**src/rtl/sum_collector_pkg.sv**
```systemverilog
// Shared types and helpers for the sum_collector row buffer.
// Imported by the top module for its FSM encoding and index sizing.
package sum_collector_pkg;

   typedef enum logic {
      FILL  = 1'b0,
      DRAIN = 1'b1
   } state_t;

   // Width of a row index for a row of the given depth.
   function automatic int idx_width(input int depth);
      return (depth > 1) ? $clog2(depth) : 1;
   endfunction

endpackage

```
**src/rtl/sum_collector.sv**
```systemverilog
// Gathers DEPTH consecutive valid sums into a row and drains the row over a
// valid/ready handshake, presenting the running row total alongside it.
module sum_collector
   import sum_collector_pkg::*;
#(
   parameter int BIT_WIDTH = 8,
   parameter int DEPTH     = 4,
   parameter int TOT_WIDTH = BIT_WIDTH + $clog2(DEPTH)
) (
   input  logic                 clk,
   input  logic                 reset,
   input  logic [BIT_WIDTH-1:0] in_sum,
   input  logic                 in_valid,
   output logic                 in_ready,
   output logic [BIT_WIDTH-1:0] out_data,
   output logic                 out_valid,
   output logic                 out_last,
   input  logic                 out_ready,
   output logic [TOT_WIDTH-1:0] row_total,
   output logic                 overrun
);

   localparam int IW = idx_width(DEPTH);
   localparam logic [IW-1:0] LAST_IDX = IW'(DEPTH - 1);

   state_t               state;
   state_t               state_nxt;
   logic [IW-1:0]        wr_idx;
   logic [IW-1:0]        rd_idx;
   logic [IW-1:0]        rd_nxt;
   logic [TOT_WIDTH-1:0] total;
   logic [BIT_WIDTH-1:0] row_buf [DEPTH];
   logic [BIT_WIDTH-1:0] data_q;
   logic                 last_q;
   logic                 overrun_q;
   logic                 accept;
   logic                 fill_done;
   logic                 handshake;
   logic                 row_done;

   assign accept    = (state == FILL) && in_valid;
   assign fill_done = accept && (wr_idx == LAST_IDX);
   assign handshake = (state == DRAIN) && out_ready;
   assign row_done  = handshake && last_q;
   assign rd_nxt    = rd_idx + IW'(1);

   always_comb begin
      state_nxt = state;
      case (state)
         FILL: begin
            if (fill_done) state_nxt = DRAIN;
            else           state_nxt = FILL;
         end
         DRAIN: begin
            if (row_done) state_nxt = FILL;
            else          state_nxt = DRAIN;
         end
         default: state_nxt = FILL;
      endcase
   end

   always_ff @(posedge clk) begin
      if (!reset) state <= FILL;
      else        state <= state_nxt;
   end

   // Row storage carries no reset; its contents only matter after a full fill.
   always_ff @(posedge clk) begin
      if (accept) row_buf[wr_idx] <= in_sum;
   end

   // Output element is prefetched so out_data/out_last come straight from flops.
   always_ff @(posedge clk) begin
      if (!reset) begin
         wr_idx    <= '0;
         rd_idx    <= '0;
         total     <= '0;
         data_q    <= '0;
         last_q    <= 1'b0;
         overrun_q <= 1'b0;
      end else begin
         if (accept) begin
            total  <= total + TOT_WIDTH'(in_sum);
            wr_idx <= fill_done ? '0 : (wr_idx + IW'(1));
         end
         if (fill_done) begin
            data_q <= row_buf[0];
            last_q <= 1'b0;
         end
         if (handshake) begin
            if (last_q) begin
               rd_idx <= '0;
               total  <= '0;
               data_q <= '0;
               last_q <= 1'b0;
            end else begin
               rd_idx <= rd_nxt;
               data_q <= row_buf[rd_nxt];
               last_q <= (rd_nxt == LAST_IDX);
            end
         end
         if (in_valid && (state == DRAIN)) overrun_q <= 1'b1;
      end
   end

   assign in_ready  = (state == FILL);
   assign out_valid = (state == DRAIN);
   assign out_data  = data_q;
   assign out_last  = last_q;
   assign row_total = total;
   assign overrun   = overrun_q;

endmodule

```
**config.mk**
```make
export PLATFORM = sky130hd
export DESIGN_NAME = sum_collector
export DESIGN_NICKNAME = d
export VERILOG_FILES = /design/src/rtl/sum_collector_pkg.sv /design/src/rtl/sum_collector.sv
export SDC_FILE = /design/constraint.sdc
export NUM_CORES = 1
export LEC_CHECK = 0
export CAP_MARGIN = 20
export CORE_ASPECT_RATIO = 0.75
export CORE_MARGIN = 2
export CORE_UTILIZATION = 35
export DETAILED_ROUTE_END_ITERATION = 16
export SKIP_CTS_REPAIR_TIMING = 1
export SLEW_MARGIN = 30
export SYNTH_ARGS = -nofsm -noshare
export SYNTH_HDL_FRONTEND = slang
export SYNTH_SLANG_ARGS = --single-unit
```
**constraint.sdc**
```tcl
create_clock -name clk -period 2.5 [get_ports clk]
set_input_delay 0.25 -clock clk [delete_from_list [all_inputs] [get_ports clk]]
set_output_delay 0.25 -clock clk [all_outputs]
set_load 0.1 [all_outputs]
```
==> impl_results.md <==
* CP Launch Type: input port
* Worst r2r dst: row_total[8]
* Slowest CP cell: clkdlybuf4s50_1
* Worst Hold Depth at 2
* Synth Flop Type: edfxtp_1
* CTS max path bufs at 2
* Post-synth EDFFs at 32
* Critical Path AT at approximately 2.2 ns
* Final hold viol count at 0
* Unique masters post-synth at between 40 and 50
* TNS Setup at 0 ns
* Worst Hold Class: reg -> reg
* Final GP Congestion at about 0.77
* Mux cell area share after synthesis at between 7 and 8%
* Largest family of logic cells by synthesized area: compound AO/OA/AOI/OAI gates
* Drt drc at 0
* Clock skew at around 0.0045 ns
* Flop-to-flop setup slack at ~0.59 ns
* NumNets Final at ~280
* IO buf count at 33
* Die width at between 100 and 150 um
* Core area at a little under 7000 um2
* Total grt overflow at 0
* TritonCTS clock tree: yes
* Share of cells above drive strength 1 at a little over a fifth
* Least-Margin Pin Slew at 0.495 ns
* Seq/Total Area, Yosys at 57.1%
* Mapped Cells at approximately 220
* WP buf/inv at 1
* Area used by multi-input combinational logic at roughly 1000 um2
* Number of nets with antenna violations after routing at 0
* End of the worst hold path: row_total[3]
* Synth Cell Area at approximately 2600 um2
* Vias per inst at 4.83
* Total Routing Usage GR at 14.8%
* Post-DP HPWL at approximately 3800 um
* Diode count at 0
* Syn_nets at between 200 and 250
* Syn Area/Cell at roughly 12 um2
* Layout fillers at about 670
* Worst-path clk slew at 0.06 ns
* CP cell instances: clkdlybuf4s50_1 -> ha_1 -> fa_1 -> a211oi_1 -> o21ai_1 -> a21oi_1 -> xor2_1 -> nor2_1
* Period utilisation layout at between 80% and 90%
* Yosys warnings at 0
* WL per Instance at 14.9 um
* Reg2Reg Depth at 7
* Status: finished clean
* Worst VDD drop at around 0.32 mV
* Clock sink count at 57
* Vias in the first global route at around 1,700
* Max cap viols at 0
* Post-synthesis compound-gate area fraction at a little over an eighth
* Post-Place Cell Area at between 2000 and 3000 um2
* First-pass GRT wire length at about 8700 um
* Final min period at just over 2 ns
* Critical path's largest stage delay at ~0.47 ns
* Skew-Pair Late Insertion Delay at ~0.33 ns
* Final setup vio count at 0
* CTS Root Cell: clkbuf_8
* Fin area at roughly 3100 um2
* Core Util, Final at between 40% and 50%
* Cell family with most CP delay: adder cells
* R2r startpoint: row_total[0]
* Number of core rows at 26
* Max Clock Freq at between 0.4 and 0.5 GHz
* Post-synthesis xor/xnor area fraction at ~1.7%
* Hold Path Origin: row_total[3]
* Area share of fa/ha/maj cells after synthesis at between 7 and 8%
* Req. time, crit path at 2.70 ns
* Async SR Flop Fraction at 0%
* Die Footprint at roughly 8000 um2
* P_leak at roughly 1.2 nW
* Starting density of the core at 36.9%
* Largest net degree at the start of global routing at 17
* Ports at 34
* Pre-Repair DR Iteration Count at 4
* Unrepaired setup endpoints after global routing: no
* PwrDens at between 600 and 700 nW/um2
* Post-Synth Simple-Gate Area at between 10 and 15%
* Initial DRC count at between 70 and 80
* Setup crit end kind: flop
* Vias at 1,738
* Initial antenna violation count at 0
* Area grow syn2layout at 21.9%
* Total CTS buffers at 9
* Crit Path Category: in -> reg
* Slew margin rel. at between 60% and 70%
* Sequential cell area at between 1000 and 1500 um2
* Die Y at approximately 78 um
* Maximum net fanout on the critical path at 5
* Number of H-tree levels at 3
* Pins over their slew limit at 0
* Drt total wl at about 5400 um
* #FFs+latches synth at 57
[report_power, final]
part / switching (W) / internal (W)
registers: 0.0000271 / 0.00104
clock network: 0.000351 / 0.000351
logic: 0.000277 / 0.000116
total: 0.000655 / 0.00150
[metrics by stage]
stage | power [W] | worst slack (ns) | hold WS, ns | instances
final | 0.00216 | 0.463 | 0.481 | 360
after detailed placement | 0.00148 | 0.117 | 0.472 | 344
after floorplan | 0.00137 | 0.191 | 0.349 | 215
after CTS | 0.00219 | 0.457 | 0.485 | 360
after global placement | 0.00148 | 0.138 | 0.464 | 344
after global routing | 0.00226 | 0.254 | 0.519 | 360
[layout by cell type (no fill, tap or decap), types with 3 or more instances in the layout]
master            n
buf_4            28
mux4_2            8
clkdlybuf4s50_1  11
clkbuf_8          9
nand2_1          28
nor3_1            4
a211oi_1          4
nand3_1           5
dfxtp_1          25
nor2b_1           4
clkinv_2          4
inv_1             5
edfxtp_1         32
a21oi_1          18
ha_1             13
and2_1            4
xnor2_1           3
nor2_1           11
o21ai_0          19
[how the worst max path moves through the flow]
stage / from / end / slack [ns] / cells after the start
after floorplan: row_total[2] / row_total[7] / 0.19 / 6
after global placement: in_sum[0] / row_total[8] / 0.14 / 8
after detailed placement: in_sum[0] / row_total[8] / 0.12 / 8
after CTS: in_sum[0] / row_total[8] / 0.46 / 8
after global routing: in_sum[0] / row_total[6] / 0.25 / 8
final: in_sum[0] / row_total[8] / 0.46 / 8
[flip-flops by register name, summed over array words and instances, names as in the netlist]
| signal | flops |
|---|---|
| out_valid | 1 |
| wr_idx | 2 |
| overrun | 1 |
| row_total | 10 |
| out_last | 1 |
| rd_idx | 2 |
| row_buf | 32 |
| out_data | 8 |
[cell usage after synthesis, drive strengths merged (2+ instances only)]
library cell | instances | area (um2)
edfxtp | 32 | 961
nand2 | 28 | 105
dfxtp | 25 | 500
o21ai | 20 | 100
a21oi | 19 | 98.9
ha | 13 | 163
nor2 | 11 | 41.3
mux4 | 8 | 180
buf | 6 | 37.5
a211oi | 5 | 42.5
inv | 5 | 18.8
nand3 | 5 | 25.0
nor3 | 5 | 30.0
and2 | 4 | 25.0
nor2b | 4 | 25.0
a21o | 3 | 25.0
xnor2 | 3 | 26.3
clkbuf | 2 | 7.51
o21a | 2 | 15.0
xor2 | 2 | 17.5
[cell families after synthesis]
| logic type | after synthesis |
|---|---|
| compound gates | 56 |
| xor+xnor | 5 |
| fa+ha+maj | 14 |
| buf+inv | 13 |
| flops | 57 |
| mux | 9 |
| simple gates | 61 |
[area by class of cell]
class,instances,area share [%]
Clock buffer,10,4.09
Clock inverter,6,1.12
Inverter,5,0.602
Multi-Input combinational cell,145,33.1
Sequential cell,57,46.9
Tap cell,98,3.93
Timing Repair Buffer,39,10.3
[tightest hold or removal path, delay by kind of cell (launching register included)]
kind	cells	cell delay (ns)
AOI/OAI and AO/OA	1	0.05
DFF	1	0.33
and+or+nand+nor	1	0.06
[layer usage]
metal	up-vias	track usage (%)	share of wire, %
li1	879	-	-
met1	813	19.6	48
met2	41	23.1	45
met3	5	4.36	5.2
met4	0	5.13	1.1
met5	-	0	0
(Power assumes the default switching activity.)
